## config.mk

```make
export PLATFORM = sky130hd
export DESIGN_NAME = dvga_pixel_source_flat
export DESIGN_NICKNAME = d
export VERILOG_FILES = /design/src/rtl/dvga_pixel_source_pkg.sv /design/src/rtl/dvga_pixel_source_if.sv /design/src/rtl/dvga_timing_counter.sv /design/src/rtl/dvga_pixel_source.sv /design/src/flat_wrapper.sv
export SDC_FILE = /design/constraint.sdc
export NUM_CORES = 1
export LEC_CHECK = 0
export ABC_AREA = 1
export BUFFER_PORTS_ARGS = -buffer_cell sky130_fd_sc_hd__buf_2
export CELL_PAD_IN_SITES_DETAIL_PLACEMENT = 1
export CELL_PAD_IN_SITES_GLOBAL_PLACEMENT = 2
export CORE_UTILIZATION = 30
export DETAILED_ROUTE_END_ITERATION = 12
export PLACE_DENSITY_LB_ADDON = 0.1
export SKIP_CTS_REPAIR_TIMING = 1
export SLEW_MARGIN = 10
export SYNTH_ARGS = -nofsm -noshare
export SYNTH_HDL_FRONTEND = slang
export SYNTH_SLANG_ARGS = --single-unit
```

## constraint.sdc

```tcl
create_clock -name clk -period 1.95 [get_ports clk]
set_clock_uncertainty 0.2 [all_clocks]
set_input_delay 0.0975 -clock clk [delete_from_list [all_inputs] [get_ports clk]]
set_output_delay 0.0975 -clock clk [all_outputs]
set_load 0.05 [all_outputs]
```

## src/rtl/dvga_pixel_source_pkg.sv

```systemverilog
// rtl/dvga_pixel_source_pkg.sv - shared dvga timing defaults, RGB565 layout and expansion helper
package dvga_pixel_source_pkg;

    localparam int DVGA_H_VIS  = 640;
    localparam int DVGA_H_FP   = 16;
    localparam int DVGA_H_SYNC = 96;
    localparam int DVGA_H_BP   = 48;
    localparam int DVGA_V_VIS  = 480;
    localparam int DVGA_V_FP   = 10;
    localparam int DVGA_V_SYNC = 2;
    localparam int DVGA_V_BP   = 33;

    localparam int RGB565_R_MSB = 15;
    localparam int RGB565_R_LSB = 11;
    localparam int RGB565_G_MSB = 10;
    localparam int RGB565_G_LSB = 5;
    localparam int RGB565_B_MSB = 4;
    localparam int RGB565_B_LSB = 0;

    typedef struct packed {
        logic [7:0] r;
        logic [7:0] g;
        logic [7:0] b;
    } rgb888_t;

    // Replicating the top bits into the new LSBs maps full scale to 0xFF exactly.
    function automatic rgb888_t rgb565_expand(input logic [15:0] w);
        logic [4:0] r5;
        logic [5:0] g6;
        logic [4:0] b5;
        rgb888_t    px;
        r5   = w[RGB565_R_MSB:RGB565_R_LSB];
        g6   = w[RGB565_G_MSB:RGB565_G_LSB];
        b5   = w[RGB565_B_MSB:RGB565_B_LSB];
        px.r = {r5, r5[4:2]};
        px.g = {g6, g6[5:4]};
        px.b = {b5, b5[4:2]};
        return px;
    endfunction

endpackage

```

## src/rtl/dvga_pixel_source_if.sv

```systemverilog
// rtl/dvga_pixel_source_if.sv - first-word-fall-through line FIFO read port
interface dvga_pixel_source_if;
    logic [15:0] pix_dat;
    logic        pix_empty;
    logic        pix_rd;

    modport master (output pix_dat, output pix_empty, input  pix_rd);
    modport slave  (input  pix_dat, input  pix_empty, output pix_rd);
endinterface

```

## src/rtl/dvga_timing_counter.sv

```systemverilog
// rtl/dvga_timing_counter.sv - h/v raster counters with visible and sync decode
module dvga_timing_counter #(
    parameter int H_VIS  = 640,
    parameter int H_FP   = 16,
    parameter int H_SYNC = 96,
    parameter int H_BP   = 48,
    parameter int V_VIS  = 480,
    parameter int V_FP   = 10,
    parameter int V_SYNC = 2,
    parameter int V_BP   = 33
) (
    input  logic clk,
    input  logic rst,
    input  logic en_i,
    output logic visible_o,
    output logic hsync_act_o,
    output logic vsync_act_o,
    output logic origin_o
);

    localparam int H_TOT = H_VIS + H_FP + H_SYNC + H_BP;
    localparam int V_TOT = V_VIS + V_FP + V_SYNC + V_BP;
    localparam int HW    = $clog2(H_TOT);
    localparam int VW    = $clog2(V_TOT);

    localparam logic [HW-1:0] H_LAST = HW'(H_TOT - 1);
    localparam logic [VW-1:0] V_LAST = VW'(V_TOT - 1);

    // One extra bit so sync end bounds equal to the total still fit.
    localparam logic [HW:0] H_VIS_E = (HW+1)'(H_VIS);
    localparam logic [HW:0] H_SS_E  = (HW+1)'(H_VIS + H_FP);
    localparam logic [HW:0] H_SE_E  = (HW+1)'(H_VIS + H_FP + H_SYNC);
    localparam logic [VW:0] V_VIS_E = (VW+1)'(V_VIS);
    localparam logic [VW:0] V_SS_E  = (VW+1)'(V_VIS + V_FP);
    localparam logic [VW:0] V_SE_E  = (VW+1)'(V_VIS + V_FP + V_SYNC);

    logic [HW-1:0] h_q, h_d;
    logic [VW-1:0] v_q, v_d;
    logic [HW:0]   h_ext;
    logic [VW:0]   v_ext;

    always_comb begin
        h_d = h_q;
        v_d = v_q;
        if (!en_i) begin
            h_d = '0;
            v_d = '0;
        end else if (h_q == H_LAST) begin
            h_d = '0;
            v_d = (v_q == V_LAST) ? '0 : v_q + 1'b1;
        end else begin
            h_d = h_q + 1'b1;
        end
    end

    always_ff @(posedge clk or negedge rst) begin
        if (!rst) begin
            h_q <= '0;
            v_q <= '0;
        end else begin
            h_q <= h_d;
            v_q <= v_d;
        end
    end

    assign h_ext       = {1'b0, h_q};
    assign v_ext       = {1'b0, v_q};
    assign visible_o   = (h_ext < H_VIS_E) && (v_ext < V_VIS_E);
    assign hsync_act_o = (h_ext >= H_SS_E) && (h_ext < H_SE_E);
    assign vsync_act_o = (v_ext >= V_SS_E) && (v_ext < V_SE_E);
    assign origin_o    = (h_q == '0) && (v_q == '0);

endmodule

```

## src/rtl/dvga_pixel_source.sv

```systemverilog
// rtl/dvga_pixel_source.sv - raster timing plus FIFO-fed RGB565 to RGB888 pixel stream
module dvga_pixel_source
    import dvga_pixel_source_pkg::*;
#(
    parameter int H_VIS     = DVGA_H_VIS,
    parameter int H_FP      = DVGA_H_FP,
    parameter int H_SYNC    = DVGA_H_SYNC,
    parameter int H_BP      = DVGA_H_BP,
    parameter int V_VIS     = DVGA_V_VIS,
    parameter int V_FP      = DVGA_V_FP,
    parameter int V_SYNC    = DVGA_V_SYNC,
    parameter int V_BP      = DVGA_V_BP,
    parameter int HSYNC_POL = 0,
    parameter int VSYNC_POL = 0
) (
    input  logic                      clk,
    input  logic                      rst,
    input  logic                      en_i,
    dvga_pixel_source_if.slave        fifo,
    input  logic                      clr_underrun_i,
    output logic                      underrun_o,
    output logic                      frame_start_o,
    output logic [7:0]                r_o,
    output logic [7:0]                g_o,
    output logic [7:0]                b_o,
    output logic                      hsync_o,
    output logic                      vsync_o,
    output logic                      blank_o
);

    localparam logic HS_ON = 1'(HSYNC_POL);
    localparam logic VS_ON = 1'(VSYNC_POL);

    logic    visible, hsync_act, vsync_act, origin;
    logic    active, pop, starve;
    rgb888_t pix;
    rgb888_t rgb_q, rgb_d;
    logic    blank_q, blank_d;
    logic    hsync_q, hsync_d;
    logic    vsync_q, vsync_d;
    logic    fs_q, fs_d;
    logic    underrun_q, underrun_d;

    dvga_timing_counter #(
        .H_VIS (H_VIS),  .H_FP (H_FP),  .H_SYNC (H_SYNC),  .H_BP (H_BP),
        .V_VIS (V_VIS),  .V_FP (V_FP),  .V_SYNC (V_SYNC),  .V_BP (V_BP)
    ) u_timing (
        .clk         (clk),
        .rst         (rst),
        .en_i        (en_i),
        .visible_o   (visible),
        .hsync_act_o (hsync_act),
        .vsync_act_o (vsync_act),
        .origin_o    (origin)
    );

    assign active = en_i & visible;
    assign pop    = active & ~fifo.pix_empty;
    assign starve = active & fifo.pix_empty;
    assign pix    = rgb565_expand(fifo.pix_dat);

    // Gate with reset so the FIFO never loses a word while we are held in reset.
    assign fifo.pix_rd = rst & pop;

    always_comb begin
        rgb_d      = '0;
        if (pop) rgb_d = pix;
        blank_d    = ~active;
        hsync_d    = (en_i & hsync_act) ? HS_ON : ~HS_ON;
        vsync_d    = (en_i & vsync_act) ? VS_ON : ~VS_ON;
        fs_d       = en_i & origin;
        underrun_d = starve | (underrun_q & ~clr_underrun_i);
    end

    always_ff @(posedge clk or negedge rst) begin
        if (!rst) begin
            rgb_q      <= '0;
            blank_q    <= 1'b1;
            hsync_q    <= ~HS_ON;
            vsync_q    <= ~VS_ON;
            fs_q       <= 1'b0;
            underrun_q <= 1'b0;
        end else begin
            rgb_q      <= rgb_d;
            blank_q    <= blank_d;
            hsync_q    <= hsync_d;
            vsync_q    <= vsync_d;
            fs_q       <= fs_d;
            underrun_q <= underrun_d;
        end
    end

    assign r_o           = rgb_q.r;
    assign g_o           = rgb_q.g;
    assign b_o           = rgb_q.b;
    assign blank_o       = blank_q;
    assign hsync_o       = hsync_q;
    assign vsync_o       = vsync_q;
    assign frame_start_o = fs_q;
    assign underrun_o    = underrun_q;

endmodule

```

## src/flat_wrapper.sv

```systemverilog
// flat-port wrapper written by rule: the top's interface ports become plain ports
module dvga_pixel_source_flat import dvga_pixel_source_pkg::*;
#(
    parameter int H_VIS     = DVGA_H_VIS,
    parameter int H_FP      = DVGA_H_FP,
    parameter int H_SYNC    = DVGA_H_SYNC,
    parameter int H_BP      = DVGA_H_BP,
    parameter int V_VIS     = DVGA_V_VIS,
    parameter int V_FP      = DVGA_V_FP,
    parameter int V_SYNC    = DVGA_V_SYNC,
    parameter int V_BP      = DVGA_V_BP,
    parameter int HSYNC_POL = 0,
    parameter int VSYNC_POL = 0
)
  (clk, rst, en_i, clr_underrun_i, underrun_o, frame_start_o, r_o, g_o, b_o, hsync_o, vsync_o, blank_o, fifo_pix_dat, fifo_pix_empty, fifo_pix_rd);
  dvga_pixel_source_if fifo_i ();
  input  logic clk;
  input  logic rst;
  input  logic en_i;
  input  logic clr_underrun_i;
  output logic underrun_o;
  output logic frame_start_o;
  output logic [7:0] r_o;
  output logic [7:0] g_o;
  output logic [7:0] b_o;
  output logic hsync_o;
  output logic vsync_o;
  output logic blank_o;
  input wire logic [$bits(fifo_i.pix_dat)-1:0] fifo_pix_dat;
  input wire logic [$bits(fifo_i.pix_empty)-1:0] fifo_pix_empty;
  output wire logic [$bits(fifo_i.pix_rd)-1:0] fifo_pix_rd;
  assign fifo_i.pix_dat = fifo_pix_dat;
  assign fifo_i.pix_empty = fifo_pix_empty;
  assign fifo_pix_rd = fifo_i.pix_rd;
  dvga_pixel_source #(.H_VIS(H_VIS), .H_FP(H_FP), .H_SYNC(H_SYNC), .H_BP(H_BP), .V_VIS(V_VIS), .V_FP(V_FP), .V_SYNC(V_SYNC), .V_BP(V_BP), .HSYNC_POL(HSYNC_POL), .VSYNC_POL(VSYNC_POL)) u_core (.clk(clk), .rst(rst), .en_i(en_i), .fifo(fifo_i), .clr_underrun_i(clr_underrun_i), .underrun_o(underrun_o), .frame_start_o(frame_start_o), .r_o(r_o), .g_o(g_o), .b_o(b_o), .hsync_o(hsync_o), .vsync_o(vsync_o), .blank_o(blank_o));
endmodule
```

==> results.py <==
metrics = {
    "critical_path": {
        "arrival_ns": 1.84,
        "r2r-start": "u_core.u_timing.v_q[9]",
        "end_kind": "flop",
        "r2r_end": "u_core.underrun_o",
        "worstPathMaxFanout": 3,
        "rr_worst_depth": 6,
        "start_kind": "flop",
        "worstSetupPathType": "reg2reg",
        "ff2ff_setup_slack_ns": 0.13,
        "critPathRequiredTime_ns": 1.97,
    },
    "grt": {
        "grtUsageMet3_pct": 2.75,
        "grt_start_max_net_pins": 42,
        "globalRouteTotalUtil_pct": 14.9,
        "antenna_found_initial": 0,
        "grt_overflow": 0,
        "grt_pass1_wl_mm": 8.26,
        "use_met2_pct": 26.1,
        "grt_pass1_vias": 1737,
        "busiest_layer": "met2",
        "use_met1_pct": 18.6,
    },
    "route": {
        "drc": 2,
        "detail_route.wirelength_mm": 5.03,
        "num_vias": 1785,
        "wl_per_cell_um": 12.7,
        "via_per_inst": 4.51,
        "drtPass1Iterations": 8,
        "ant_nets": 0,
        "drtIter0Drc": 61,
    },
    "yosys": {
        "synth_area_leaders": "dfrtp_1 47%, nor2_1 8.7%, inv_1 8.3%, nand2_1 8.3%, nand3_1 5.7%",
        "synth_nets": 275,
        "yosys-mux-area-fraction_pct": 0,
        "avgSynthCellArea_um2": 8.10,
        "syn_area_mm2": 0.00203,
        "post-synth-top-area-cell": "dfrtp_1",
        "yosys.area.top_type_share_pct": 46.9,
        "ys_seq_area_share_pct": 50.8,
        "yosys_register_bits": 41,
        "synth-adder-area-share_pct": 2.47,
        "synth_xor_area_share_pct": 0.865,
        "synth_simple_gate_area_share_pct": 26.3,
        "synthCells": 250,
        "synth_top_family_by_area": "simple AND/OR/NAND/NOR gates",
        "synth_compound_area_share_pct": 5.87,
        "ys_warn_count": 0,
        "ys_types": 25,
    },
    "timing": {
        "fin_crit_ns": 1.82,
        "fin_hold_ws_ns": 0.0162,
        "setup_viol": 0,
        "relSlewSlack_pct": 64.5,
        "rsz0062_at_grt": "false",
        "max_clock_freq_mhz": 550,
        "finalCritPeriodShare_pct": 93.3,
        "worst-slew-pin-transition_ns": 0.532,
        "setup_tns_ns": 0,
        "drv_slew": 0,
        "hold_viol_final": 0,
    },
    "flow_run": {
        "max_cap_viol_count": 0,
    },
    "finish": {
        "most-common-layout-cells": "49 x buf_2, 47 x nor2_1, 45 x inv_1, 45 x nand2_1, 38 x dfrtp_1",
        "layout_commonest_cell": "buf_2",
        "insertedDiodeCount": 0,
        "fin_nets": 344,
        "syn2layout_area_growth_pct": 27.7,
        "drive_above_1_share_pct": 22.3,
    },
    "clocking": {
        "worstSkewPairLatency_ns": 0.29,
        "cts_sinks": 41,
        "clk_pin_slew_worst_paths_ns": 0.09,
        "htree_levels": 2,
        "cts_buffer_depth": 2,
        "tritoncts": "built",
        "numCtsBuffers": 5,
        "cts-root-buf": "clkbuf_8",
    },
    "floorplanning": {
        "die_h_um": 84.2,
        "core_area_mm2": 0.00642,
        "die_area_mm2": 0.00708,
        "ioPinCount": 51,
        "start_util_pct": 31.5,
        "rows": 29,
        "die_w_um": 84.2,
    },
    "placed_design": {
        "io_buffers": 50,
        "gp_congestion": 0.754,
        "dp_hpwl_mm": 3.62,
    },
    "worst_hold_path": {
        "min_path_cells": 3,
        "hold_path_class": "in2reg",
        "holdPathEnd": "u_core.u_timing.v_q[1]",
        "hold_start": "en_i",
    },
    "power": {
        "p_per_area_mw_per_mm2": 674,
        "p_leak_uw": 0.00141,
        "p_total_uw": 1740,
        "peakVddDrop_mv": 0.315,
    },
    "outcome": {
        "outcome": "finished with violations",
        "violations": "design-rule violations",
    },
}
-- state kept, by name, summed over array words and instances (netlist names), 5 cells and up --
name / count
u_core.b_o: 5
u_core.g_o: 6
u_core.r_o: 5
u_core.u_timing.h_q: 10
u_core.u_timing.v_q: 10
-- where the power goes --
part,total [uW],internal (uW),switching (uW)
registers,902,881,20.9
clock network,550,248,301
logic,291,96.3,195
-- cell usage after synthesis --
| library cell | number |
|---|---|
| nor2_1 | 47 |
| inv_1 | 45 |
| nand2_1 | 45 |
| dfrtp_1 | 38 |
| nand3_1 | 23 |
| buf_4 | 8 |
| o21ai_1 | 7 |
| a21oi_1 | 4 |
| buf_6 | 4 |
| ha_1 | 4 |
| nor3_1 | 4 |
| dfstp_2 | 3 |
| nor3b_1 | 2 |
| o211ai_1 | 2 |
| o21ai_0 | 2 |
| o21ai_2 | 2 |
| xor2_1 | 2 |
| a21oi_2 | 1 |
| a31oi_1 | 1 |
| inv_2 | 1 |
| nand2_2 | 1 |
| nand4_1 | 1 |
| nand4_2 | 1 |
| nor2_4 | 1 |
| o22ai_1 | 1 |
-- cells by family after synthesis --
family	after synthesis
buf+inv	58
flops	41
fa+ha+maj	4
xor+xnor	2
compound gates	20
simple gates	125
-- through the flow --
stage	instance area [um2]	cells	worst slack, ns	util, %
detailed placement	2300	369	0.157	35.8
global route	2590	396	0.00173	40.3
global placement	2300	369	0.228	35.8
floorplan	2030	250	0.128	-
CTS	2380	376	0.0609	37.0
finish	2590	396	0.130	40.3
-- worst max-delay path: stages (launching register included) --
cell and delay, ns:
dfrtp_1 0.40, inv_1 0.11, nand2_1 0.09, a21oi_2 0.17, nand3_1 0.12, o22ai_1 0.11
dlygate4sd3_1 0.56
-- metal layers --
layer  routed length, um  vias up  part of all wire (%)
met2                2570       18                    51
met3                  90        4                   1.8
met4                  44        0                  0.87
met5                   0        -                     0
met1                2330      869                    46
li1                    -      894                     -
-- area by class of cell --
class | instances | area [um2]
fillers | 795 | 3840
flip-flops and latches | 41 | 1030
multi-input cells | 151 | 723
repair buffers | 74 | 483
inverters | 46 | 173
well taps | 77 | 96.3
clock buffers | 6 | 72.6
clock inverters | 1 | 8.76
-- worst max path at each step --
stage	start	end	slack (ns)	depth (start not counted)
global placement	u_core.u_timing.h_q[0]	u_core.u_timing.v_q[6]	0.23	7
CTS	u_core.u_timing.v_q[6]	fifo_pix_rd	0.06	6
global route	u_core.u_timing.h_q[0]	u_core.u_timing.v_q[1]	0.002	8
detailed placement	u_core.u_timing.h_q[0]	u_core.u_timing.h_q[2]	0.16	8
finish	u_core.u_timing.v_q[9]	u_core.underrun_o	0.13	6
floorplan	u_core.u_timing.v_q[6]	fifo_pix_rd	0.13	5
No activity file was read; power rests on OpenSTA's default activity.
